**src/rtl/vga_layer_compositor.sv**
```systemverilog
// vga_layer_compositor: priority layer mux with blank-aligned RGB, per-frame move strobe, frame counter and score FSM.
// Define VGA_COMP_COLLIDE_EN to build the per-frame layer collision report on collide.
module vga_layer_compositor #(
    parameter int N_LAYERS  = 4,
    parameter int N_TARGETS = 12,
    parameter int SCORE_W   = 8,
    parameter int FRAME_W   = 16
) (
    input  logic                   clk,
    input  logic                   rst_n,
    input  logic                   pixpulse,
    input  logic                   hblank,
    input  logic                   vblank,
    input  logic [N_LAYERS-1:0]    layer_draw,
    input  logic [12*N_LAYERS-1:0] layer_color,
    input  logic [11:0]            bg_color,
    input  logic [N_TARGETS-1:0]   broken,
    output logic [3:0]             vgaRed,
    output logic [3:0]             vgaGreen,
    output logic [3:0]             vgaBlue,
    output logic                   move,
    output logic [FRAME_W-1:0]     frame_cnt,
    output logic [SCORE_W-1:0]     score,
    output logic                   score_valid,
    output logic                   all_broken,
    output logic [N_LAYERS-1:0]    collide
);
    localparam int CW = $clog2(N_TARGETS + 1);
    localparam logic [CW-1:0] LAST_BIT = CW'(N_TARGETS - 1);
    localparam logic [SCORE_W-1:0] FULL = SCORE_W'(N_TARGETS);

    typedef enum logic [1:0] {IDLE, COUNT, DONE} state_t;

    logic [11:0] sel, sel_nxt, rgb;
    logic blank_a, vblank_d;
    state_t state;
    logic [N_TARGETS-1:0] shreg;
    logic [SCORE_W-1:0] acc, acc_nxt;
    logic [CW-1:0] bit_cnt;

    // Walk from the lowest priority upward so the lowest-index drawn layer wins
    always_comb begin
        sel_nxt = bg_color;
        for (int i = N_LAYERS - 1; i >= 0; i--)
            if (layer_draw[i]) sel_nxt = layer_color[12*i +: 12];
    end

    always_ff @(posedge clk or negedge rst_n) begin
        if (!rst_n) begin
            sel       <= '0;
            blank_a   <= 1'b0;
            rgb       <= '0;
            vblank_d  <= 1'b0;
            move      <= 1'b0;
            frame_cnt <= '0;
        end else begin
            move <= pixpulse & vblank & ~vblank_d;
            if (move) frame_cnt <= frame_cnt + FRAME_W'(1);
            if (pixpulse) begin
                sel      <= sel_nxt;
                blank_a  <= hblank | vblank;
                rgb      <= blank_a ? 12'h000 : sel;
                vblank_d <= vblank;
            end
        end
    end

    assign {vgaRed, vgaGreen, vgaBlue} = rgb;
    assign acc_nxt = acc + {{(SCORE_W-1){1'b0}}, shreg[0]};

    // A move in any state restarts the count, which silently drops an unfinished one
    always_ff @(posedge clk or negedge rst_n) begin
        if (!rst_n) begin
            state       <= IDLE;
            shreg       <= '0;
            acc         <= '0;
            bit_cnt     <= '0;
            score       <= '0;
            score_valid <= 1'b0;
            all_broken  <= 1'b0;
        end else begin
            score_valid <= 1'b0;
            if (move) begin
                state   <= COUNT;
                shreg   <= broken;
                acc     <= '0;
                bit_cnt <= '0;
            end else if (state == COUNT) begin
                acc     <= acc_nxt;
                shreg   <= shreg >> 1;
                bit_cnt <= bit_cnt + CW'(1);
                if (bit_cnt == LAST_BIT) begin
                    state       <= DONE;
                    score       <= acc_nxt;
                    score_valid <= 1'b1;
                    all_broken  <= acc_nxt == FULL;
                end
            end else if (state == DONE) begin
                state <= IDLE;
            end
        end
    end

`ifdef VGA_COMP_COLLIDE_EN
    logic [N_LAYERS-1:0] col_acc, hits;
    // Two or more drawn layers on an active pixel mark every drawn layer as colliding
    assign hits = (pixpulse & ~hblank & ~vblank & |(layer_draw & (layer_draw - N_LAYERS'(1)))) ? layer_draw : '0;

    always_ff @(posedge clk or negedge rst_n) begin
        if (!rst_n) begin
            col_acc <= '0;
            collide <= '0;
        end else begin
            col_acc <= move ? hits : (col_acc | hits);
            if (move) collide <= col_acc;
        end
    end
`else
    assign collide = '0;
`endif
endmodule

```
**config.mk**
```make
export PLATFORM = sky130hd
export DESIGN_NAME = vga_layer_compositor
export DESIGN_NICKNAME = d
export VERILOG_FILES = /design/src/rtl/vga_layer_compositor.sv
export SDC_FILE = /design/constraint.sdc
export NUM_CORES = 1
export LEC_CHECK = 0
export BUFFER_PORTS_ARGS = -buffer_cell sky130_fd_sc_hd__buf_2
export CORE_UTILIZATION = 46
export DETAILED_ROUTE_END_ITERATION = 8
export PLACE_DENSITY = 0.76
export REMOVE_ABC_BUFFERS = 1
export SYNTH_ARGS = -nofsm -noshare
export SYNTH_HDL_FRONTEND = slang
export SYNTH_SLANG_ARGS = --single-unit
```
**constraint.sdc**
```tcl
create_clock -name clk -period 1.6 [get_ports clk]
set_input_delay 0.16 -clock clk [delete_from_list [all_inputs] [get_ports clk]]
set_output_delay 0.16 -clock clk [all_outputs]
set_load 0.02 [all_outputs]
```
Word-level counts from Yosys, hierarchy flattened

Cells that the tools add are included.

Logic and storage cells: 48
Register bits after elaboration: 79
Input bits: 81
RAM bits: 0
ROM bits: 0
Bits in latches: 0
Memories kept: 0
Output and inout port bits: 43

Magnitude comparators: 0
$mul: 0
Bitwise gates (word level): 5
Shifts and indexed selects: 0
Reductions and logical operators: 4
Muxes and demuxes: 18
Divide/modulo/power cells: 0
$add $sub $neg: 3
Equal/unequal tests: 5

Operators with widths:

| operator                                              | number |
|---|---|
| 2-to-1 mux 12 bit                                     | 7 |
| adder 16 x 1 -> 16 bit, second input constant         | 1 |
| 2-to-1 mux 8 bit                                      | 2 |
| adder 8 x 1 -> 8 bit                                  | 1 |
| equality test 8 x 4 -> 1 bit, second input constant   | 1 |
| 2-to-1 mux 2 bit                                      | 4 |
| 2-to-1 mux 4 bit                                      | 2 |
| adder 4 x 1 -> 4 bit, second input constant           | 1 |
| equality test 4 bit, second input constant            | 1 |
| 2-to-1 mux 1 bit                                      | 3 |
| inequality test 3 x 2 -> 1 bit, second input constant | 1 |
| AND reduction 3 bit                                   | 1 |
| nonzero test 3 bit                                    | 1 |
| AND 1 bit                                             | 2 |
| equality test 2 x 1 -> 1 bit, second input constant   | 1 |
| equality test 2 bit, second input constant            | 1 |
| NOT 1 bit                                             | 2 |
| AND reduction 2 bit                                   | 1 |
| nonzero test 2 bit                                    | 1 |
| bitwise OR 1 bit                                      | 1 |

Depth between registers and ports, before layout

Depth after elaboration: 4
Mapped depth: 7
Mapped depth without buffers: 6

Least setup slack after synthesis

No wires, ideal clock.

Path kind: flip-flop to flip-flop
Start point: reg move
End point: reg all_broken
Arrival: 1.728 ns
Data required time: 1.524 ns
Library setup time: 0.076 ns
Slack: -0.205 ns
Buffers on the path: 2
Clock period less this slack: 1.805 ns
Stages on the path, launching flop included: 7
Cells stage by stage: dfrtp_1 buf_6 nand2b_4 or3_1 clkbuf_2 or4_1 o21ai_1

Word-level cells in the longest chain between the ends: 2

RTL lines:

| what                          | line | RTL |
|---|---|---|
| start: declaration            | 21   | `output logic move,` |
| start signal: assignment      | 57   | `move <= pixpulse & vblank & ~vblank_d;` |
| NOT 1 bit (no line)           | --   |  |
| AND reduction 3 bit (no line) | --   |  |
| end signal: assignment        | 80   | `all_broken <= 1'b0;` |
| end signal: assignment        | 96   | `all_broken <= acc_nxt == FULL;` |
| end: declaration              | 25   | `output logic all_broken,` |

No other way between the ends.
A chain may end at the register's enable or synchronous reset.

Final worst setup path

Start point: reg bit_cnt[1]
End point: reg all_broken

Word-level cells in the longest chain between the ends: 2

RTL lines:

| what                          | line | RTL |
|---|---|---|
| start: declaration            | 39   | `logic [CW-1:0] bit_cnt;` |
| start signal: assignment      | 91   | `bit_cnt <= bit_cnt + CW'(1);` |
| equality test 4 bit           | 92   | `if (bit_cnt == LAST_BIT) begin` |
| AND reduction 3 bit (no line) | --   |  |

No other way between the ends.

==> reports/results.tsv <==
stage	metric	value	unit
outcome	status	finished, violations left	
outcome	failed_checks	setup timing	
die	die_h	93.2	microns
finish	final_nets	602	
hold_path	hold_path_class	in2reg	
finish	fin_util	62.3	%
route	wire_per_inst	13.5	microns
global_routing	track_usage	21.0	%
power_and_ir_drop	peakVddDrop	0.644	mV
finish	drive_above_1_share	33.5	%
timing	setup_ws	-0.0169	ns
logic_synthesis	synthCells	387	
route	dr.first_iter.drc_count	123	
logic_synthesis	synthTopCellsByArea	dfrtp_1, mux2i_1, o21ai_0	
global_routing	gr-total-overflow	0	
route	drc	0	
finish	area.sequential	1980	sq um
finish	final_cells	624	
global_routing	grt_pass1_wl	14300	microns
logic_synthesis	synth_xor_area_share	6.18	%
finish	antenna_cells	0	
global_routing	antenna_found_initial	0	
logic_synthesis	yosys.area_share.simple	13.7	%
setup_path	crit_required	1.88	ns
place	port_buffers	119	
die	fp-row-count	32	
timing	fin_skew	0.0142	ns
logic_synthesis	synth_cell_types	38	
route	vias_per_cell	5.11	
logic_synthesis	synth_area	3830	sq um
power_and_ir_drop	power	6.38	mW
finish	final_common_cell	buf_2	
timing	relSlewSlack	52.0	%
setup_path	critPathArrivalTime	1.89	ns
logic_synthesis	avgSynthCellArea	9.89	sq um
route	ant_nets	0	
timing	maxSlewViolCount	0	
global_routing	grt_pass1_vias	3240	
logic_synthesis	synth-compound-area-share	14.2	%
timing	fin_crit_sh	101	%
logic_synthesis	synth-seq-cells	79	
cts	htreeDepth	3	
logic_synthesis	synth_top_family_by_area	compound AO/OA/AOI/OAI gates	
route	wirelength	8430	microns
power_and_ir_drop	p_per_area	1300	nW/um^2
cts	numCtsBuffers	9	
setup_path	r2r.worst_path.cells	5	
timing	rsz0062_at_grt	yes	
die	pin_count	124	
run	drv_cap	0	
setup_path	critical_path.startpoint_type	flop	
timing	hold_slack	0.0179	ns
cts	cts_root_buf	clkbuf_8	
cts	tritoncts	yes	
setup_path	end_kind	flop	
cts	clock_path_buffers	2	
setup_path	worstSetupPathType	reg2reg	
finish	fillers	691	
logic_synthesis	synth_fa_ha_area_share	1.31	%
die	die_x	93.2	microns
setup_path	crit_path_max_fanout	2	
timing	tightest_slew	0.719	ns
finish	multi_input_area	1680	sq um
global_routing	grt_max_degree	49	
timing	max_freq	618	MHz
logic_synthesis	ys_warn_count	0	
hold_path	whs_path_depth	3	
timing	setup_violations	1	
die	core-area	7890	sq um
cts	clk_latency	0.35	ns
timing	period_minus_slack	1.62	ns
logic_synthesis	synth_seq_area_share	51.7	%
finish	final_cell_mix	buf_2, dfrtp_1, o21ai_0	
logic_synthesis	synth_area_leader_cell	dfrtp_1	
logic_synthesis	muxShareOfSynthArea	6.90	%
place	hpwlAfterDp	6180	microns
timing	hold_violations	0	
place	placed_cells	605	
die	start_util	48.5	%
cts	cts_sinks	79	
finish	syn_to_final_growth	28.4	%
power_and_ir_drop	p_leak	2.42	nW
route	dr.pass1.iters	6	
die	fp.dieArea	8690	sq um
place	gp_congestion	0.819	
logic_synthesis	synth.top_cell.area_share	51.7	%
finish	stdcell_area	4910	sq um
cts	path_clk_slew	0.08	ns
route	vias	3191	
place	dpl_cell_area	4610	sq um
## worst paths after layout
kind / start / to / slack (ns)
setup / recovery: bit_cnt[1] / all_broken / -0.02
hold / removal: broken[10] / shreg[10] / 0.02
setup reg to reg: bit_cnt[1] / all_broken / -0.02
hold reg to reg: vblank_d / move / 0.43
max in group asynchronous: rst_n / sel[10] / 0.89
min in group asynchronous: rst_n / score[7] / 0.20
## per-stage QoR
step / setup TNS [ns] / worst slack, ns
floorplan: -7.16 / -0.613
finish: -0.0169 / -0.0169
global route: -0.0936 / -0.0506
detailed placement: -0.0954 / -0.0954
global placement: -0.0270 / -0.0270
CTS: -0.0313 / -0.0313
## flip-flops by register name (all words and copies together) (netlist names), 2 cells and up
signal / count
rgb: 12
bit_cnt: 4
acc: 8
shreg: 12
state: 2
sel: 12
score: 8
frame_cnt: 16
## report_power, final
group	internal, mW	switching [mW]
clock network	0.929	0.757
registers	2.40	0.320
logic	0.910	1.06
total	4.24	2.14
## worst max-delay path, stage by stage (launching register included)
cell and delay [ns]:
dfrtp_1 0.37, ha_2 0.20, nand3b_1 0.10, or3_4 0.34
or4_4 0.43, o21ai_2 0.13
## cell usage after synthesis, drive strengths merged
library cell	instances
a221oi	11
nand3b	13
o221ai	1
mux2	3
nor4	1
o21a	11
or3	3
and3	3
or4	2
clkbuf	19
xnor2	16
or2	1
nand3	7
o22ai	12
buf	8
o21ai	46
nand2b	4
xor2	11
a31oi	1
ha	4
nand4	4
and2	1
mux2i	23
nor3	5
nor2b	3
dfrtp	79
nor2	19
inv	28
a21oi	7
conb	1
a22oi	1
nand2	39
## final cells by class
type,count,area share [%]
flip-flops and latches,79,40.2
multi-input cells,256,34.1
repair buffers,143,16.2
clock buffers,10,2.80
well taps,102,2.60
inverters,28,2.14
clock inverters,6,1.88
## routing by layer
metal	global-route usage, %	vias to the layer above	share of wire, %
li1	-	1582	-
met1	25.3	1477	42
met2	35.7	118	50
met4	9.10	0	2.1
met3	5.37	14	5.3
met5	0	-	0
## kinds of logic after synthesis
| kind of cell | after synthesis |
|---|---|
| AO/OA/AOI/OAI | 90 |
| XOR/XNOR | 27 |
| adder cells (fa/ha/maj) | 4 |
| buffers and inverters | 55 |
| flip-flops | 79 |
| multiplexers | 26 |
| other | 1 |
| AND/OR/NAND/NOR | 105 |
## repair_timing
action / 4_1_cts / 5_1_grt
endpoints found under the setup margin: 2 / 12
hold buffers: 1 / 0
endpoints found under the hold margin: 79 / 0
gates resized for setup: 2 / 11
setup buffers: 1 / 1
cloned: 0 / 0
pin swaps: 4 / 2
No activity file was read; power rests on OpenSTA's default activity.
